===== config.mk =====
export PLATFORM = sky130hd
export DESIGN_NAME = alu_req_seq
export DESIGN_NICKNAME = d
export VERILOG_FILES = /design/src/rtl/alu_req_seq.sv
export SDC_FILE = /design/constraint.sdc
export NUM_CORES = 1
export LEC_CHECK = 0
export ABC_AREA = 0
export CAP_MARGIN = 25
export CORE_MARGIN = 2
export CORE_UTILIZATION = 45
export CTS_CLUSTER_DIAMETER = 30
export DETAILED_ROUTE_END_ITERATION = 8
export HOLD_SLACK_MARGIN = 0.15
export PLACE_DENSITY_LB_ADDON = 0.15
export RECOVER_POWER = 100
export SYNTH_ARGS = -nofsm -noshare
export SYNTH_HDL_FRONTEND = slang
export SYNTH_SLANG_ARGS = --single-unit

===== constraint.sdc =====
create_clock -name clk -period 2.83 [get_ports clk]
set_input_delay 0.566 -clock clk [delete_from_list [all_inputs] [get_ports clk]]
set_output_delay 0.566 -clock clk [all_outputs]
set_load 0.02 [all_outputs]

===== src/rtl/alu_req_seq.sv =====
// ============================================================================
// Module   : alu_req_seq
// Brief    : Initiator for a 4-bit combinational ALU. Accepts requests over a
//            valid/ready handshake, drives registered operands/opcode to the
//            ALU, waits SETTLE cycles, captures alu_y and returns it over a
//            second valid/ready handshake. Divide/modulo by zero is trapped
//            locally and answered with 0xFF and rsp_err=1.
// Options  : define ALU_REQ_SEQ_STATS_EN to add stat_ops/stat_errs counters.
// Revision : 1.0 - initial release
// ============================================================================
`default_nettype none

module alu_req_seq #(
    parameter int unsigned SETTLE = 1
) (
    input  logic       clk,
    input  logic       rst,
    input  logic       req_valid,
    output logic       req_ready,
    input  logic [3:0] req_a,
    input  logic [3:0] req_b,
    input  logic [2:0] req_op,
    output logic       rsp_valid,
    input  logic       rsp_ready,
    output logic [7:0] rsp_y,
    output logic       rsp_err,
    output logic [3:0] alu_a,
    output logic [3:0] alu_b,
    output logic [2:0] alu_s,
    input  logic [7:0] alu_y,
    output logic       busy
`ifdef ALU_REQ_SEQ_STATS_EN
    ,
    output logic [15:0] stat_ops,
    output logic [15:0] stat_errs
`endif
);

    localparam logic [1:0] c_st_idle  = 2'd0;
    localparam logic [1:0] c_st_drive = 2'd1;
    localparam logic [1:0] c_st_resp  = 2'd2;

    localparam logic [3:0] c_settle_load = 4'(SETTLE - 1);
    localparam logic [7:0] c_trap_y      = 8'hFF;
    localparam logic [2:0] c_op_div      = 3'b011;
    localparam logic [2:0] c_op_mod      = 3'b110;

    logic [1:0] r_state;
    logic [1:0] w_state_next;
    logic [3:0] r_cnt;
    logic [3:0] r_alu_a;
    logic [3:0] r_alu_b;
    logic [2:0] r_alu_s;
    logic [7:0] r_rsp_y;
    logic       r_rsp_err;

    logic w_accept;
    logic w_trap;
    logic w_settled;
    logic w_rsp_hs;

    assign w_accept  = (r_state == c_st_idle) && req_valid;
    assign w_trap    = ((req_op == c_op_div) || (req_op == c_op_mod)) && (req_b == 4'd0);
    assign w_settled = (r_state == c_st_drive) && (r_cnt == 4'd0);
    assign w_rsp_hs  = (r_state == c_st_resp) && rsp_ready;

    // State register
    always_ff @(posedge clk or posedge rst) begin
        if (rst) begin
            r_state <= c_st_idle;
        end else begin
            r_state <= w_state_next;
        end
    end

    // Next-state decode
    always_comb begin
        w_state_next = r_state;
        case (r_state)
            c_st_idle: begin
                if (req_valid) begin
                    w_state_next = w_trap ? c_st_resp : c_st_drive;
                end
            end
            c_st_drive: begin
                if (r_cnt == 4'd0) begin
                    w_state_next = c_st_resp;
                end
            end
            c_st_resp: begin
                if (rsp_ready) begin
                    w_state_next = c_st_idle;
                end
            end
            default: w_state_next = c_st_idle;
        endcase
    end

    // Handshake outputs; req_ready is masked during reset
    always_comb begin
        req_ready = (r_state == c_st_idle) && !rst;
        rsp_valid = (r_state == c_st_resp);
        busy      = (r_state != c_st_idle);
    end

    // Operand/opcode capture, settle counter and result capture
    always_ff @(posedge clk or posedge rst) begin
        if (rst) begin
            r_alu_a   <= 4'd0;
            r_alu_b   <= 4'd0;
            r_alu_s   <= 3'd0;
            r_cnt     <= 4'd0;
            r_rsp_y   <= 8'h00;
            r_rsp_err <= 1'b0;
        end else begin
            if (w_accept) begin
                if (w_trap) begin
                    // ALU is never asked to divide by zero; its inputs stay put
                    r_rsp_y   <= c_trap_y;
                    r_rsp_err <= 1'b1;
                end else begin
                    r_alu_a <= req_a;
                    r_alu_b <= req_b;
                    r_alu_s <= req_op;
                    r_cnt   <= c_settle_load;
                end
            end else if (w_settled) begin
                r_rsp_y   <= alu_y;
                r_rsp_err <= 1'b0;
            end else if (r_state == c_st_drive) begin
                r_cnt <= r_cnt - 4'd1;
            end
        end
    end

    assign alu_a   = r_alu_a;
    assign alu_b   = r_alu_b;
    assign alu_s   = r_alu_s;
    assign rsp_y   = r_rsp_y;
    assign rsp_err = r_rsp_err;

`ifdef ALU_REQ_SEQ_STATS_EN
    logic [15:0] r_stat_ops;
    logic [15:0] r_stat_errs;

    // Saturating completion counters, stepped on the response handshake
    always_ff @(posedge clk or posedge rst) begin
        if (rst) begin
            r_stat_ops  <= 16'd0;
            r_stat_errs <= 16'd0;
        end else if (w_rsp_hs) begin
            if (r_stat_ops != 16'hFFFF) begin
                r_stat_ops <= r_stat_ops + 16'd1;
            end
            if (r_rsp_err && (r_stat_errs != 16'hFFFF)) begin
                r_stat_errs <= r_stat_errs + 16'd1;
            end
        end
    end

    assign stat_ops  = r_stat_ops;
    assign stat_errs = r_stat_errs;
`else
    logic w_unused_hs;
    assign w_unused_hs = w_rsp_hs;
`endif

endmodule

`default_nettype wire


==> flow_metrics.env <==
export IMPL_status="finished, final reports clean"
export IMPL_holdCritPathClass="reg2reg"
export IMPL_routed_via_density=5.503
export IMPL_cp_top_family="buffers and inverters"
export IMPL_grt_pass1_wl_mm=4.057
export IMPL_io_pins=46
export IMPL_dp_cells=169
export IMPL_drc=0
export IMPL_r2r_end="rsp_y[3]"
export IMPL_cts_setup_buffers=0
export IMPL_nets=168
export IMPL_crit_path_start_kind="primary input"
export IMPL_hold_viol=0
export IMPL_ir_worst_vdd_mv=0.6524
export IMPL_grt_max_degree=27
export IMPL_relSlewSlack=0.09529
export IMPL_yosys_top_cells_area="dfrtp_1 56%, o22a_1 6.1%, mux2_1 4.9%, a22o_1 3.0%, buf_6 2.0%"
export IMPL_synth_seq_area_share=0.5634
export IMPL_tns_ns=0
export IMPL_clockBufferDepth=2
export IMPL_endpoint_kind="output port"
export IMPL_cpMaxStageDelayCell="dlygate4sd3_1"
export IMPL_worstSetupEndpoint="req_ready"
export IMPL_power_density_nw_per_um2=1029
export IMPL_min_period_ns=2.453
export IMPL_cts_sinks=26
export IMPL_wl_met1_mm=1.016
export IMPL_synth_top_area_frac=0.5634
export IMPL_met2_length_mm=1.351
export IMPL_grt_total_usage=0.1912
export IMPL_cts_clk_slew_worst_paths_ns=0.13
export IMPL_crit_arrival_ns=1.89
export IMPL_ys_ff_latch=26
export IMPL_rsz0062_at_grt="no"
export IMPL_setup_ws_ns=0.3773
export IMPL_yosysWarnings=0
export IMPL_vias=952
export IMPL_dr_wl_met3_um=173
export IMPL_area_delta_synth_final_pct=42.80
export IMPL_drt_iter0_markers=13
export IMPL_die_x_um=54.66
export IMPL_setup_viol=0
export IMPL_leakage_nw=0.7028
export IMPL_coreArea_sq_um=2455
export IMPL_clk_latency_ns=0.31
export IMPL_tightest_slew_ns=1.357
export IMPL_clockRootBuffer="clkbuf_4"
export IMPL_num_antenna_cells=0
export IMPL_first_global_vias=945
export IMPL_dp_hpwl_mm=1.966
export IMPL_path_cells="dlygate4sd3_1 -> nor2_1 -> dlygate4sd3_1"
export IMPL_wl_per_cell_um=14.79
export IMPL_htree_levels=1
export IMPL_cts_buffers_inserted=3
export IMPL_slowest_delay_ns=0.67
export IMPL_drv_slew=0
export IMPL_reg2reg_depth=6
export IMPL_grt_ovfl_total=0
export IMPL_numPortBuffers=45
export IMPL_yosys_area_top_type="dfrtp_1"
export IMPL_dp_slack_ns=0.3957
export IMPL_synth_area_sq_um=1155
export IMPL_gp_congestion=0.7335
export IMPL_power_mw=1.697
export IMPL_fin_util=0.6718
export IMPL_syn_inst=95
export IMPL_hold_buffers=0
export IMPL_worst_endpoint_required_ns=2.26
export IMPL_cts_tree="yes"
export IMPL_ff2ff_setup_slack_ns=0.89
export IMPL_max_cap_violations=0
export IMPL_totalWireLength_mm=2.558
export IMPL_fin_crit_sh=0.8667
export IMPL_worst_path_max_fanout=2
export IMPL_die_area_sq_um=2988
export IMPL_top_layer="met4"
export IMPL_row_count=18
export IMPL_first_pass_iters=4
export IMPL_yosysUniqueCellTypes=33
export IMPL_crit_top_cell="dlygate4sd3_1"
export IMPL_syn_num_nets=119
export IMPL_antenna_found_initial=0
export IMPL_skew_ns=0.0008323
export IMPL_postRouteAntennaNets=0
export IMPL_initial_core_util=0.4704
export IMPL_fmaxAchievable_mhz=407.7
export IMPL_instances_no_fill=173
export IMPL_worstSetupPathType="in2out"
export IMPL_r2r_start="r_cnt[0]"
export IMPL_die_h_um=54.66
export IMPL_startpoint="rst"
export IMPL_nFillCells=197
export IMPL_worst_path_stages=3
export IMPL_cts_resized=0
export IMPL_avgSynthCellArea_sq_um=12.16
export IMPL_critPathBufInv=2
export IMPL_drive_above_1_share=0.04895
Yosys cell counts:
cell type and n:
ha_1 1, o21ai_1 4, or2_2 1, nor2_1 3
o21ai_0 2, mux2_1 5, nand3_1 2, nor4_2 1
or2_1 2, nand2b_1 2, xnor2_1 1, o41ai_1 1
o31ai_1 2, or3b_4 1, a21o_1 1, o21a_1 1
inv_1 4, dfrtp_1 26, a22o_1 4, nor4_1 1
nand2_1 3, a21oi_1 4, o22a_1 8, or3_1 1
buf_6 2, buf_2 2, nor3b_1 1, o31ai_4 1
and2b_2 1, or3b_1 2, nor2b_1 1, nor3_1 3
nand4b_1 1
how the worst min path moves through the flow:
| stage | startpoint | end | slack (ns) | cells after the start |
|---|---|---|---|---|
| floorplan | r_cnt[2] | r_cnt[2] | 0.48 | 2 |
| global placement | rsp_y[6] | rsp_y[6] | 0.47 | 1 |
| detailed placement | rsp_y[0] | rsp_y[0] | 0.48 | 1 |
| CTS | rsp_y[0] | rsp_y[0] | 0.51 | 1 |
| global route | rsp_y[0] | rsp_y[0] | 0.52 | 1 |
| finish | rsp_y[0] | rsp_y[0] | 0.50 | 1 |
flip-flops by register name, indices dropped and copies added (netlist names):
name,cells
rsp_err,1
alu_a,4
alu_b,4
alu_s,3
r_state,2
rsp_y,8
r_cnt,4
placed cells by master (no fill, tap or decap), types with 4 or more instances in the layout:
master	count
dfrtp_1	26
dlygate4sd3_1	25
clkdlybuf4s50_1	20
o22a_1	8
mux2_1	5
o21ai_0	5
a22o_1	4
a21oi_1	4
inv_1	4
through the flow:
step / hold slack (ns) / instance area (sq um)
after global placement: 0.4691 / 1633
after floorplan: 0.4829 / 1155
after detailed placement: 0.4765 / 1633
after global routing: 0.5165 / 1649
after CTS: 0.5070 / 1669
final: 0.4980 / 1649
logic make-up (layout without fill, tap and decap cells):
| logic type | count (synthesis) | in the layout | synth area share |
|---|---|---|---|
| compound gates | 28 | 28 | 0.1864 |
| flops | 26 | 26 | 0.5634 |
| simple gates | 26 | 26 | 0.1419 |
| buf+inv | 8 | 56 | 0.04117 |
| mux | 5 | 5 | 0.04875 |
| fa+ha+maj | 1 | 1 | 0.01083 |
| xor+xnor | 1 | 1 | 0.007585 |
power by group:
part           switching [mW]  total [mW]  internal [mW]
sequential              0.104       0.642          0.538
clock                   0.101       0.180         0.0786
combinational           0.466       0.875          0.409
total                   0.672        1.70           1.02
final cells by class:
cell class              count  area [sq um]  share of cell area
repair buffers             48         461.7              0.2800
well taps                  30         37.54             0.02276
flip-flops and latches     26         650.6              0.3945
inverters                   4         15.01            0.009105
clock buffers               4         36.28             0.02200
multi-input cells          61         447.9              0.2716
layer usage:
layer,track usage,vias up
li1,-,446
met1,0.2274,460
met5,0,-
met3,0.03552,4
met4,0.07917,0
met2,0.3353,42
worst reg2reg max path: stages (launching register included):
cell and delay [ns]:
dfrtp_1 0.43, inv_1 0.07, ha_1 0.22, nand2b_1 0.09, or3b_1 0.54, nand2b_1 0.34
o22a_1 0.21
Note: power is estimated with default switching activity, not from simulation.
